[config.mk]
export PLATFORM = sky130hd
export DESIGN_NAME = serial_adder
export DESIGN_NICKNAME = d
export VERILOG_FILES = /design/src/rtl/serial_adder_pkg.sv /design/src/rtl/serial_adder_fulladder.sv /design/src/rtl/serial_adder.sv
export SDC_FILE = /design/constraint.sdc
export NUM_CORES = 1
export LEC_CHECK = 0
export BUFFER_PORTS_ARGS = -buffer_cell sky130_fd_sc_hd__buf_4
export CAP_MARGIN = 15
export CORE_UTILIZATION = 35
export DETAILED_ROUTE_END_ITERATION = 16
export HOLD_SLACK_MARGIN = 0.15
export SLEW_MARGIN = 0
export SYNTH_ARGS = -nofsm -noshare
export SYNTH_HDL_FRONTEND = slang
export SYNTH_SLANG_ARGS = --single-unit
[constraint.sdc]
create_clock -name clk -period 2.72 [get_ports clk]
set_input_delay 0.136 -clock clk [delete_from_list [all_inputs] [get_ports clk]]
set_output_delay 0.136 -clock clk [all_outputs]
set_load 0.02 [all_outputs]
[src/rtl/serial_adder_pkg.sv]
`default_nettype none
// ============================================================================
// Module      : serial_adder_pkg
// Description : Shared defaults and state encoding for the bit-serial adder.
// Revision    : 1.0 - initial release
// ============================================================================
package serial_adder_pkg;

    localparam int DEFAULT_WIDTH = 8;

    typedef enum logic [1:0] {
        ST_IDLE = 2'd0,
        ST_RUN  = 2'd1,
        ST_DONE = 2'd2
    } state_e;

    // Bit-counter width; a one-bit operand still needs a one-bit counter.
    function automatic int cnt_width(input int w);
        return (w > 1) ? $clog2(w) : 1;
    endfunction

endpackage
`default_nettype wire

[src/rtl/serial_adder_fulladder.sv]
`default_nettype none
// ============================================================================
// Module      : fulladder
// Description : One-bit full-adder cell shared by the serial datapaths.
// Revision    : 1.0 - initial release
// ============================================================================
module fulladder (
    input  logic a,
    input  logic b,
    input  logic c,
    output logic sum,
    output logic carry
);

    assign sum   = a ^ b ^ c;
    assign carry = (a & b) | (c & (a ^ b));

endmodule
`default_nettype wire

[src/rtl/serial_adder.sv]
`default_nettype none
// ============================================================================
// Module      : serial_adder
// Description : Bit-serial WIDTH-bit adder, LSB first, one full-adder cell.
// Revision    : 1.0 - initial release
// ============================================================================
module serial_adder
    import serial_adder_pkg::*;
#(
    parameter int WIDTH = DEFAULT_WIDTH
) (
    input  logic             clk,
    input  logic             rst,
    input  logic             start,
    input  logic [WIDTH-1:0] a,
    input  logic [WIDTH-1:0] b,
    input  logic             cin,
    output logic             ready,
    output logic             busy,
    output logic             done,
    output logic [WIDTH-1:0] sum,
    output logic             cout
);

    localparam int                  c_cnt_w = cnt_width(WIDTH);
    localparam logic [c_cnt_w-1:0]  c_last  = c_cnt_w'(WIDTH - 1);

    state_e             state_q, state_d;
    logic [c_cnt_w-1:0] cnt_q, cnt_d;
    logic [WIDTH-1:0]   rega_q, rega_d;
    logic [WIDTH-1:0]   regb_q, regb_d;
    logic [WIDTH-1:0]   psum_q, psum_d;
    logic               carry_q, carry_d;
    logic [WIDTH-1:0]   sum_q, sum_d;
    logic               cout_q, cout_d;
    logic               w_fa_sum;
    logic               w_fa_carry;

    fulladder u_fa (
        .a     (rega_q[0]),
        .b     (regb_q[0]),
        .c     (carry_q),
        .sum   (w_fa_sum),
        .carry (w_fa_carry)
    );

    always_comb begin
        state_d = state_q;
        cnt_d   = cnt_q;
        rega_d  = rega_q;
        regb_d  = regb_q;
        psum_d  = psum_q;
        carry_d = carry_q;
        sum_d   = sum_q;
        cout_d  = cout_q;

        case (state_q)
            ST_IDLE, ST_DONE: begin
                state_d = ST_IDLE;
                if (start) begin
                    rega_d  = a;
                    regb_d  = b;
                    carry_d = cin;
                    cnt_d   = '0;
                    psum_d  = '0;
                    state_d = ST_RUN;
                end
            end
            ST_RUN: begin
                // Sum bits enter at the MSB so the LSB lands at bit 0 after WIDTH shifts.
                psum_d            = psum_q >> 1;
                psum_d[WIDTH-1]   = w_fa_sum;
                rega_d            = rega_q >> 1;
                regb_d            = regb_q >> 1;
                carry_d           = w_fa_carry;
                cnt_d             = cnt_q + c_cnt_w'(1);
                if (cnt_q == c_last) begin
                    sum_d   = psum_d;
                    cout_d  = w_fa_carry;
                    state_d = ST_DONE;
                end
            end
            default: state_d = ST_IDLE;
        endcase
    end

    always_ff @(posedge clk) begin
        if (rst) begin
            state_q <= ST_IDLE;
            cnt_q   <= '0;
            rega_q  <= '0;
            regb_q  <= '0;
            psum_q  <= '0;
            carry_q <= 1'b0;
            sum_q   <= '0;
            cout_q  <= 1'b0;
        end else begin
            state_q <= state_d;
            cnt_q   <= cnt_d;
            rega_q  <= rega_d;
            regb_q  <= regb_d;
            psum_q  <= psum_d;
            carry_q <= carry_d;
            sum_q   <= sum_d;
            cout_q  <= cout_d;
        end
    end

    assign ready = (state_q == ST_IDLE) || (state_q == ST_DONE);
    assign busy  = (state_q == ST_RUN);
    assign done  = (state_q == ST_DONE);
    assign sum   = sum_q;
    assign cout  = cout_q;

endmodule
`default_nettype wire

==> results.py, run 1 <==
metrics = {
    "status": {
        "status": "finished clean",
    },
    "floorplanning": {
        "ioPinCount": 32,
        "initial_utilization_pct": 36.88,
        "dieArea_um2": 4927,
        "die_x_um": 70.20,
        "rows": 24,
        "die_h_um": 70.20,
        "coreArea_um2": 4414,
    },
    "flow_run": {
        "max-cap-violations": 0,
    },
    "routing": {
        "wl_per_cell_um": 11.31,
        "firstDrtPassIters": 4,
        "drc_errors": 0,
        "via_per_inst": 4.915,
        "drt-initial-drc-count": 66,
        "antenna_left": 0,
        "route.vias.total": 1381,
        "totalWireLength_um": 3177,
    },
    "worst_setup_path": {
        "reg2reg_slack_ns": 0.96,
        "crit_required_ns": 2.58,
        "cpPeakStageDelay_ns": 0.59,
        "regToRegStartpoint": "state_q[1]$_SDFFE_PP0P_",
        "cp_cell_sequence": "nand2b_1 -> clkinv_2 -> buf_4",
        "crit_fanout": 20,
        "reg2reg_to": "sum[6]$_SDFFE_PP0P_",
        "r2r_cells": 4,
        "startpoint_type": "flop",
        "cp_data_arrival_time_ns": 1.92,
        "endpoint_kind": "primary output",
        "critical_path_class": "reg2out",
        "cp_top_family": "buffers and inverters",
        "cp.depth": 3,
        "crit_buf_inv": 2,
        "worst_path_max_delay_cell": "nand2b_1",
    },
    "min_path": {
        "hp-class": "in2reg",
        "whs_endpoint": "carry_q$_SDFFE_PP0P_",
        "whs_path_depth": 3,
        "holdCritStartpoint": "cin",
    },
    "global_route": {
        "grt.overflow.total": 0,
        "grt_start_max_net_pins": 39,
        "grt_pass1_wl_um": 5382,
        "antenna_found_initial": 0,
        "grt_pass1_vias": 1210,
        "grt_usage_pct": 13.65,
    },
    "synthesis": {
        "yosysWarnings": 0,
        "synth-edff-count": 0,
        "synth.area.top_cells": "dfxtp_1 (47%), nand2_1 (12%), a311oi_2 (6.5%)",
        "synthDistinctLibCells": 22,
        "yosys.area.top_type_share_pct": 46.73,
        "ys_async_sr_fraction_pct": 0,
        "avgSynthCellArea_um2": 8.523,
        "synth.net_count": 214,
        "yosysTopAreaCell": "dfxtp_1",
        "yosys_register_bits": 38,
        "netlist_area_um2": 1628,
        "synthFlopType": "dfxtp_1",
        "synth_cells": 191,
        "seq_area_frac_synth_pct": 46.73,
    },
    "timing": {
        "timing.final.crit_period_ns": 2.053,
        "fin_hold_ws_ns": 0.1565,
        "setup_tns_ns": 0,
        "relSlewSlack_pct": 50.99,
        "fin_skew_ns": 0.003294,
        "finalMaxSlewViolations": 0,
        "worst_pin_slew_ns": 0.7351,
        "final_hold_viol_count": 0,
        "rsz0062_at_grt": "no",
        "period_share_pct": 75.47,
        "finalSetupViolations": 0,
        "fmax_mhz": 487.1,
    },
    "clock_tree": {
        "cts_buffers": 5,
        "clk_latency_ns": 0.28,
        "cts_sinks": 38,
        "cts-htree-levels": 2,
        "cts_tree": "done",
        "clock_path_buffers": 2,
        "cts_root_buf": "clkbuf_8",
        "clk_pin_slew_ns": 0.07,
    },
    "place": {
        "place_area_um2": 1826,
        "place.gp.congestion": 0.6844,
        "portBuffers": 31,
        "dp_hpwl_um": 1984,
    },
    "final_layout": {
        "fin_nets": 251,
        "syn2layout_area_growth_pct": 28.90,
        "finalInstanceArea_um2": 2098,
        "n_antenna_cell": 0,
        "drive_above_1_share_pct": 22.71,
    },
    "pwr": {
        "p_leak_nw": 0.8182,
        "max-vdd-ir-drop_uv": 292.1,
        "power_density_nw_per_um2": 641.9,
        "finalPower_w": 0.001347,
    },
}
## registers in the layout, indices dropped and copies added (netlist names)
signal,flops
sum,8
carry_q,1
rega_q,8
state_q,2
cnt_q,3
regb_q,8
cout,1
psum_q,7
## tightest hold or removal path: cells and delay by family
family,cells,cell delay (ns)
buf+inv,1,0.11
simple gates,1,0.06
compound gates,1,0.09
## layout by cell type (no fill, tap or decap)
master / netlist / layout
a21oi_1: 19 / 19
nand3b_1: 1 / 1
bufinv_16: 0 / 2
a21oi_2: 2 / 2
nand2b_1: 3 / 3
nand3_1: 21 / 21
nor2b_1: 2 / 2
dfxtp_1: 38 / 38
a311oi_2: 7 / 7
dlygate4sd3_1: 0 / 13
inv_1: 1 / 1
o21a_1: 1 / 1
ha_1: 2 / 2
clkbuf_8: 0 / 6
fa_1: 1 / 1
nand2_1: 50 / 50
nor2_1: 17 / 17
a311oi_1: 8 / 8
buf_4: 3 / 34
clkinv_2: 1 / 1
## worst max-delay path by stage
stage / startpoint / endpoint / slack (ns)
detailed placement: state_q[1]$_SDFFE_PP0P_ / sum[6]$_SDFFE_PP0P_ / 0.95
floorplan: cnt_q[0]$_SDFFE_PP0P_ / state_q[0]$_SDFFE_PP0P_ / 1.53
CTS: state_q[1]$_SDFFE_PP0P_ / busy / 0.63
global route: state_q[1]$_SDFFE_PP0P_ / busy / 0.50
finish: state_q[1]$_SDFFE_PP0P_ / busy / 0.67
global placement: state_q[1]$_SDFFE_PP0P_ / busy / 0.96
## cells by family (layout without fill, tap and decap cells)
kind of cell    Yosys count  after routing  synth area share [%]
buf+inv                  19             57                 8.070
simple gates             94             94                 24.29
compound gates           37             37                 18.14
fa+ha+maj                 3              3                 2.767
flops                    38             38                 46.73
## synthesized netlist by cell type (2+ instances only)
library cell  instances
ha_1                  2
nor2_1               17
clkbuf_1              2
nand2b_1              3
buf_2                 5
dfxtp_1              38
nor2b_1               2
a21oi_1              19
nand3_1              21
buf_6                 4
buf_4                 3
a311oi_2              7
a311oi_1              8
nand2_1              50
buf_1                 2
a21oi_2               2
## power by group
group          switching, W  total (W)  leakage, nW  internal [W]
sequential        0.0000163   0.000601        0.310      0.000584
clock              0.000196   0.000587       0.0714      0.000391
combinational     0.0000871   0.000159        0.437     0.0000719
total              0.000299    0.00135        0.818       0.00105
## per-layer routing
layer  routed length [um]  up-vias  GRT usage [%]
met4                   17        0          4.000
met2                 1386       24          21.79
met1                 1655      633          16.98
li1                     -      722              -
met5                    0        -              0
met3                  119        2          5.339
## metrics by stage
stage                     worst slack [ns]  util, %  cells
after floorplan                      1.533        -    191
after global placement              0.9585    41.35    260
after detailed placement            0.9461    41.35    260
after CTS                           0.6330    47.53    281
after global routing                0.5045    47.53    281
final                               0.6672    47.53    281
## cell type report
type | count | area (um2)
Timing Repair Buffer | 47 | 385.4
Inverter | 2 | 8.758
Clock inverter | 2 | 60.06
Fill cell | 438 | 2316
Tap cell | 52 | 65.06
Sequential cell | 38 | 760.7
Clock buffer | 6 | 82.58
Multi-Input combinational cell | 134 | 735.7
## timing repair
action / CTS / global route
setup buffers: 0 / 0
gates resized for setup: 0 / 0
setup endpoints to repair: 0 / 0
hold buffers: 13 / 0
endpoints found under the hold margin: 13 / 0
Power figures use the tool's default switching activity.
==> run 2: changes to the inputs <==
--- a/config.mk
+++ b/config.mk
@@ -5,6 +5,7 @@
 export SDC_FILE = /design/constraint.sdc
 export NUM_CORES = 1
 export LEC_CHECK = 0
+export ABC_AREA = 1
 export BUFFER_PORTS_ARGS = -buffer_cell sky130_fd_sc_hd__buf_4
 export CAP_MARGIN = 15
 export CORE_UTILIZATION = 35
==> constraint.sdc (replaced) <==
create_clock -name clk -period 2 [get_ports clk]
set_input_delay 0.1 -clock clk [delete_from_list [all_inputs] [get_ports clk]]
set_output_delay 0.1 -clock clk [all_outputs]
set_load 0.02 [all_outputs]
==> results.py, run 2 <==
metrics = {
    "status": {
        "status": "finished clean",
    },
    "routing": {
        "antenna_left": 0,
        "wl_per_cell_um": 11.38,
        "firstDrtPassIters": 4,
        "drt-initial-drc-count": 76,
        "via_per_inst": 4.584,
        "drc_errors": 0,
        "totalWireLength_um": 4188,
        "route.vias.total": 1687,
    },
    "synthesis": {
        "yosysWarnings": 0,
        "avgSynthCellArea_um2": 7.836,
        "ys_async_sr_fraction_pct": 0,
        "synth_top_cells_by_count": "nand2_1 (60), dfxtp_1 (38), nand3_1 (33)",
        "netlist_area_um2": 1967,
        "post-synth-top-count-cell": "nand2_1",
        "synth.area.top_cells": "dfxtp_1 (39%), nand2_1 (11%), nand3_1 (8.4%)",
        "synthDistinctLibCells": 28,
        "synth_cells": 251,
        "yosysTopAreaCell": "dfxtp_1",
        "yosys_register_bits": 38,
        "synthFlopType": "dfxtp_1",
        "synth.net_count": 274,
        "yosys.area.top_type_share_pct": 38.68,
        "seq_area_frac_synth_pct": 38.68,
        "synth-edff-count": 0,
    },
    "worst_setup_path": {
        "r2r_cells": 6,
        "cp_data_arrival_time_ns": 1.94,
        "regToRegStartpoint": "state_q[0]$_SDFFE_PP0P_",
        "cpPeakStageDelay_ns": 0.55,
        "reg2reg_to": "rega_q[7]$_SDFFE_PP0P_",
        "critical_path_class": "reg2reg",
        "reg2reg_slack_ns": 0.24,
        "cp_cell_sequence": "inv_4 -> nand2_4 -> inv_1 -> nand2_1 -> a21oi_2 -> dlygate4sd3_1",
        "endpoint_kind": "flop",
        "crit_fanout": 43,
        "crit_required_ns": 2.18,
        "startpoint_type": "flop",
        "worst_path_max_delay_cell": "dlygate4sd3_1",
    },
    "global_route": {
        "grt_start_max_net_pins": 44,
        "grt_pass1_wl_um": 7051,
        "grt.overflow.total": 0,
        "grt_pass1_vias": 1594,
        "grt_usage_pct": 14.74,
        "antenna_found_initial": 0,
    },
    "final_layout": {
        "layout_commonest_cell": "nand2_1",
        "syn2layout_area_growth_pct": 24.75,
        "fin_nets": 320,
        "final_cell_mix": "nand2_1 (60), dfxtp_1 (38), nand3_1 (33), buf_4 (33), inv_1 (28)",
        "drive_above_1_share_pct": 26.51,
        "n_antenna_cell": 0,
        "post-route-util_pct": 46.56,
    },
    "min_path": {
        "whs_endpoint": "psum_q[1]$_SDFFE_PP0P_",
        "whs_path_depth": 4,
        "holdCritStartpoint": "start",
        "hp-class": "in2reg",
    },
    "clock_tree": {
        "clock_path_buffers": 2,
        "cts_setup_buffers": 0,
        "clk_latency_ns": 0.29,
        "cts_sinks": 38,
        "cts_root_buf": "clkbuf_8",
        "cts-htree-levels": 2,
        "clk_pin_slew_ns": 0.08,
        "cts_resized": 0,
        "cts_buffers": 5,
        "cts_tree": "done",
        "cts_hold_buffers": 20,
    },
    "place": {
        "place.gp.congestion": 0.7196,
        "dpl_worst_slack_ns": 0.6997,
        "dp_hpwl_um": 2553,
        "portBuffers": 31,
    },
    "timing": {
        "period_share_pct": 88.12,
        "fin_skew_ns": 0.006209,
        "setup_tns_ns": 0,
        "final_hold_viol_count": 0,
        "worst_slack_ns": 0.2375,
        "worst_pin_slew_ns": 0.5057,
        "fmax_mhz": 567.4,
        "relSlewSlack_pct": 66.26,
        "finalMaxSlewViolations": 0,
        "fin_hold_ws_ns": 0.4449,
        "finalSetupViolations": 0,
        "rsz0062_at_grt": "no",
        "timing.final.crit_period_ns": 1.762,
    },
    "floorplanning": {
        "die_x_um": 76.97,
        "coreArea_um2": 5270,
        "ioPinCount": 32,
        "dieArea_um2": 5924,
        "rows": 26,
        "die_h_um": 76.97,
        "initial_utilization_pct": 37.32,
    },
    "flow_run": {
        "max-cap-violations": 0,
    },
    "pwr": {
        "p_leak_nw": 1.126,
        "max-vdd-ir-drop_uv": 279.9,
        "power_density_nw_per_um2": 691.3,
    },
}
==> run 2: routing by layer <==
metal | global-route usage, % | vias up | wire (um)
li1 | - | 883 | -
met1 | 17.27 | 772 | 1988
met2 | 25.80 | 24 | 2002
met3 | 3.452 | 8 | 139
met4 | 5.577 | 0 | 57
met5 | 0 | - | 0
==> run 2: metrics by stage <==
step	std cells	total power, W	instance area [um2]
2_1_floorplan	251	0.001076	1967
3_3_place_gp	340	0.001122	2158
3_5_place_dp	340	0.001125	2158
4_1_cts	368	0.001717	2454
5_1_grt	368	0.001790	2454
6_report	368	0.001696	2454
==> run 2: worst max-delay path by stage <==
stage                                        from                      to  slack (ns)  cells after the start
after floorplan           state_q[0]$_SDFFE_PP0P_  rega_q[0]$_SDFFE_PP0P_        0.86                      6
after global placement    state_q[0]$_SDFFE_PP0P_    carry_q$_SDFFE_PP0P_        0.71                      6
after detailed placement  state_q[0]$_SDFFE_PP0P_    carry_q$_SDFFE_PP0P_        0.70                      6
after CTS                 state_q[0]$_SDFFE_PP0P_  rega_q[7]$_SDFFE_PP0P_        0.23                      6
after global routing      state_q[0]$_SDFFE_PP0P_  rega_q[7]$_SDFFE_PP0P_        0.12                      6
final                     state_q[0]$_SDFFE_PP0P_  rega_q[7]$_SDFFE_PP0P_        0.24                      6
==> run 2: cell type report <==
| type | instances | area (um2) |
|---|---|---|
| sequential | 38 | 760.7 |
| inverter | 34 | 133.9 |
| clock buffer | 6 | 82.58 |
| tap | 70 | 87.58 |
| multi-input combinational | 165 | 928.4 |
| fill | 551 | 2816 |
| timing repair buffer | 53 | 447.9 |
| clock inverter | 2 | 12.51 |
==> run 2: where the power goes <==
| group | switching, W | leakage [nW] | total, W | internal, W |
|---|---|---|---|---|
| sequential | 0.0000182 | 0.311 | 0.000817 | 0.000799 |
| clock | 0.000282 | 0.0472 | 0.000559 | 0.000277 |
| combinational | 0.000183 | 0.768 | 0.000320 | 0.000137 |
==> run 2: cells by family (layout without fill, tap and decap cells) <==
group	count (synthesis)	after routing	synth area share, %
buf+inv	48	95	14.12
simple gates	147	147	39.19
flops	38	38	38.68
fa+ha+maj	3	3	2.290
compound gates	15	15	5.725
==> run 2: worst max-delay path: cells and delay by family (launching register included) <==
kind | cells | cell delay [ns]
AND/OR/NAND/NOR | 2 | 0.49
flip-flops | 1 | 0.37
AO/OA/AOI/OAI | 1 | 0.05
buffers and inverters | 3 | 0.73
==> run 3: changes to the inputs <==
--- a/config.mk
+++ b/config.mk
@@ -10,7 +10,9 @@
 export CAP_MARGIN = 15
 export CORE_UTILIZATION = 35
 export DETAILED_ROUTE_END_ITERATION = 16
+export GPL_TIMING_DRIVEN = 0
 export HOLD_SLACK_MARGIN = 0.15
+export PLACE_DENSITY = 0.64
 export SLEW_MARGIN = 0
 export SYNTH_ARGS = -nofsm -noshare
 export SYNTH_HDL_FRONTEND = slang
==> results.py, run 3 (same netlist as run 2, synthesis figures left out) <==
metrics = {
    "status": {
        "status": "finished clean",
    },
    "timing": {
        "fin_skew_ns": 0.003093,
        "timing.final.crit_period_ns": 1.423,
        "finalMaxSlewViolations": 0,
        "worst_slack_ns": 0.5767,
        "worst_pin_slew_ns": 0.6844,
        "final_hold_viol_count": 0,
        "relSlewSlack_pct": 54.37,
        "fmax_mhz": 702.6,
        "period_share_pct": 71.16,
        "finalSetupViolations": 0,
        "rsz0062_at_grt": "no",
        "setup_tns_ns": 0,
    },
    "worst_setup_path": {
        "endpoint_kind": "primary output",
        "critical_path_class": "reg2out",
        "cp_data_arrival_time_ns": 1.32,
        "crit_required_ns": 1.90,
        "crit_fanout": 10,
        "startpoint_type": "flop",
    },
    "clock_tree": {
        "cts_tree": "done",
        "clock_path_buffers": 2,
        "cts_sinks": 38,
        "cts-htree-levels": 2,
        "clk_pin_slew_ns": 0.07,
        "cts_buffers": 5,
        "cts_setup_buffers": 0,
        "cts_root_buf": "clkbuf_8",
        "cts_resized": 0,
        "clk_latency_ns": 0.29,
        "cts_hold_buffers": 18,
    },
    "routing": {
        "via_per_inst": 4.466,
        "route.vias.total": 1688,
        "totalWireLength_um": 4355,
        "antenna_left": 0,
        "firstDrtPassIters": 4,
        "drc_errors": 0,
        "drt-initial-drc-count": 54,
        "wl_per_cell_um": 11.52,
    },
    "floorplanning": {
        "die_h_um": 76.97,
        "die_x_um": 76.97,
        "ioPinCount": 32,
        "rows": 26,
        "initial_utilization_pct": 37.32,
        "coreArea_um2": 5270,
        "dieArea_um2": 5924,
    },
    "global_route": {
        "grt_usage_pct": 16.09,
        "antenna_found_initial": 0,
        "grt_start_max_net_pins": 12,
        "grt_pass1_vias": 1628,
        "grt_pass1_wl_um": 7507,
        "grt.overflow.total": 0,
    },
    "final_layout": {
        "nFillCells": 547,
        "final_cell_mix": "nand2_1 (60), dfxtp_1 (38), nand3_1 (33), buf_4 (32), inv_1 (28)",
        "drive_above_1_share_pct": 28.25,
        "layout_commonest_cell": "nand2_1",
        "syn2layout_area_growth_pct": 30.85,
        "n_antenna_cell": 0,
        "fin_nets": 330,
    },
    "place": {
        "dp_hpwl_um": 2993,
        "portBuffers": 31,
        "place.gp.congestion": 0.7888,
        "dpl_worst_slack_ns": 0.7168,
    },
    "pwr": {
        "max-vdd-ir-drop_uv": 409.1,
        "power_density_nw_per_um2": 705.7,
        "p_leak_nw": 1.184,
    },
    "min_path": {
        "hp-class": "in2reg",
    },
    "flow_run": {
        "max-cap-violations": 0,
    },
}
==> run 3: changes by cell type in the layout (fill, tap and decap cells not counted) <==
cell and change:
buf_6 +8, clkbuf_1 +4, dlygate4sd3_1 -2, buf_12 +1, buf_2 +1, buf_4 -1, bufinv_16 +1, clkinv_2 -1
clkinvlp_4 -1
==> run 3: final cells by class <==
cell class	count	area [um2]	area share, %
well taps	70	87.58	3.403
repair buffers	49	412.9	16.04
clock inverters	1	30.03	1.167
plain buffers	14	143.9	5.591
clock buffers	7	76.32	2.965
multi-input cells	165	928.4	36.07
inverters	34	133.9	5.202
flip-flops and latches	38	760.7	29.56
==> run 3: per-layer routing <==
metal / part of all wire, % / track usage (%) / vias up
met4: 1.2 / 5.192 / 0
met2: 46 / 26.25 / 35
met3: 4.7 / 3.690 / 7
li1: - / - / 906
met5: 0 / 0 / -
met1: 48 / 20.78 / 740
==> run 3: final timing paths <==
check	slack, ns	cells after the start	end	start
worst max-delay path	0.58	5	busy	state_q[0]$_SDFFE_PP0P_
worst min-delay path	0.21	4	cnt_q[0]$_SDFFE_PP0P_	start
worst max register to register	0.72	6	sum[2]$_SDFFE_PP0P_	cnt_q[0]$_SDFFE_PP0P_
worst min register to register	0.47	2	regb_q[7]$_SDFFE_PP0P_	regb_q[7]$_SDFFE_PP0P_
==> run 3: where the power goes <==
| part | internal (W) | total [W] | switching [W] |
|---|---|---|---|
| logic | 0.000166 | 0.000358 | 0.000192 |
| clock network | 0.000373 | 0.000641 | 0.000268 |
| registers | 0.000799 | 0.000817 | 0.0000184 |
| total | 0.00134 | 0.00182 | 0.000478 |
==> run 3: through the flow <==
step	total power, W	hold WS [ns]	instance area, um2	cells	util [%]
floorplan	0.001076	0.1624	1967	251	-
global placement	0.001164	0.2949	2287	352	43.40
detailed placement	0.001166	0.2920	2287	352	43.40
CTS	0.001837	0.2110	2574	378	48.84
global route	0.001914	0.2545	2574	378	48.84
finish	0.001816	0.2070	2574	378	48.84
==> run 3: critical path: stages, from the launching register on <==
cell and delay [ns]:
dfxtp_1 0.32, buf_6 0.17, inv_4 0.07, nor2_8 0.16
buf_6 0.17, buf_4 0.15
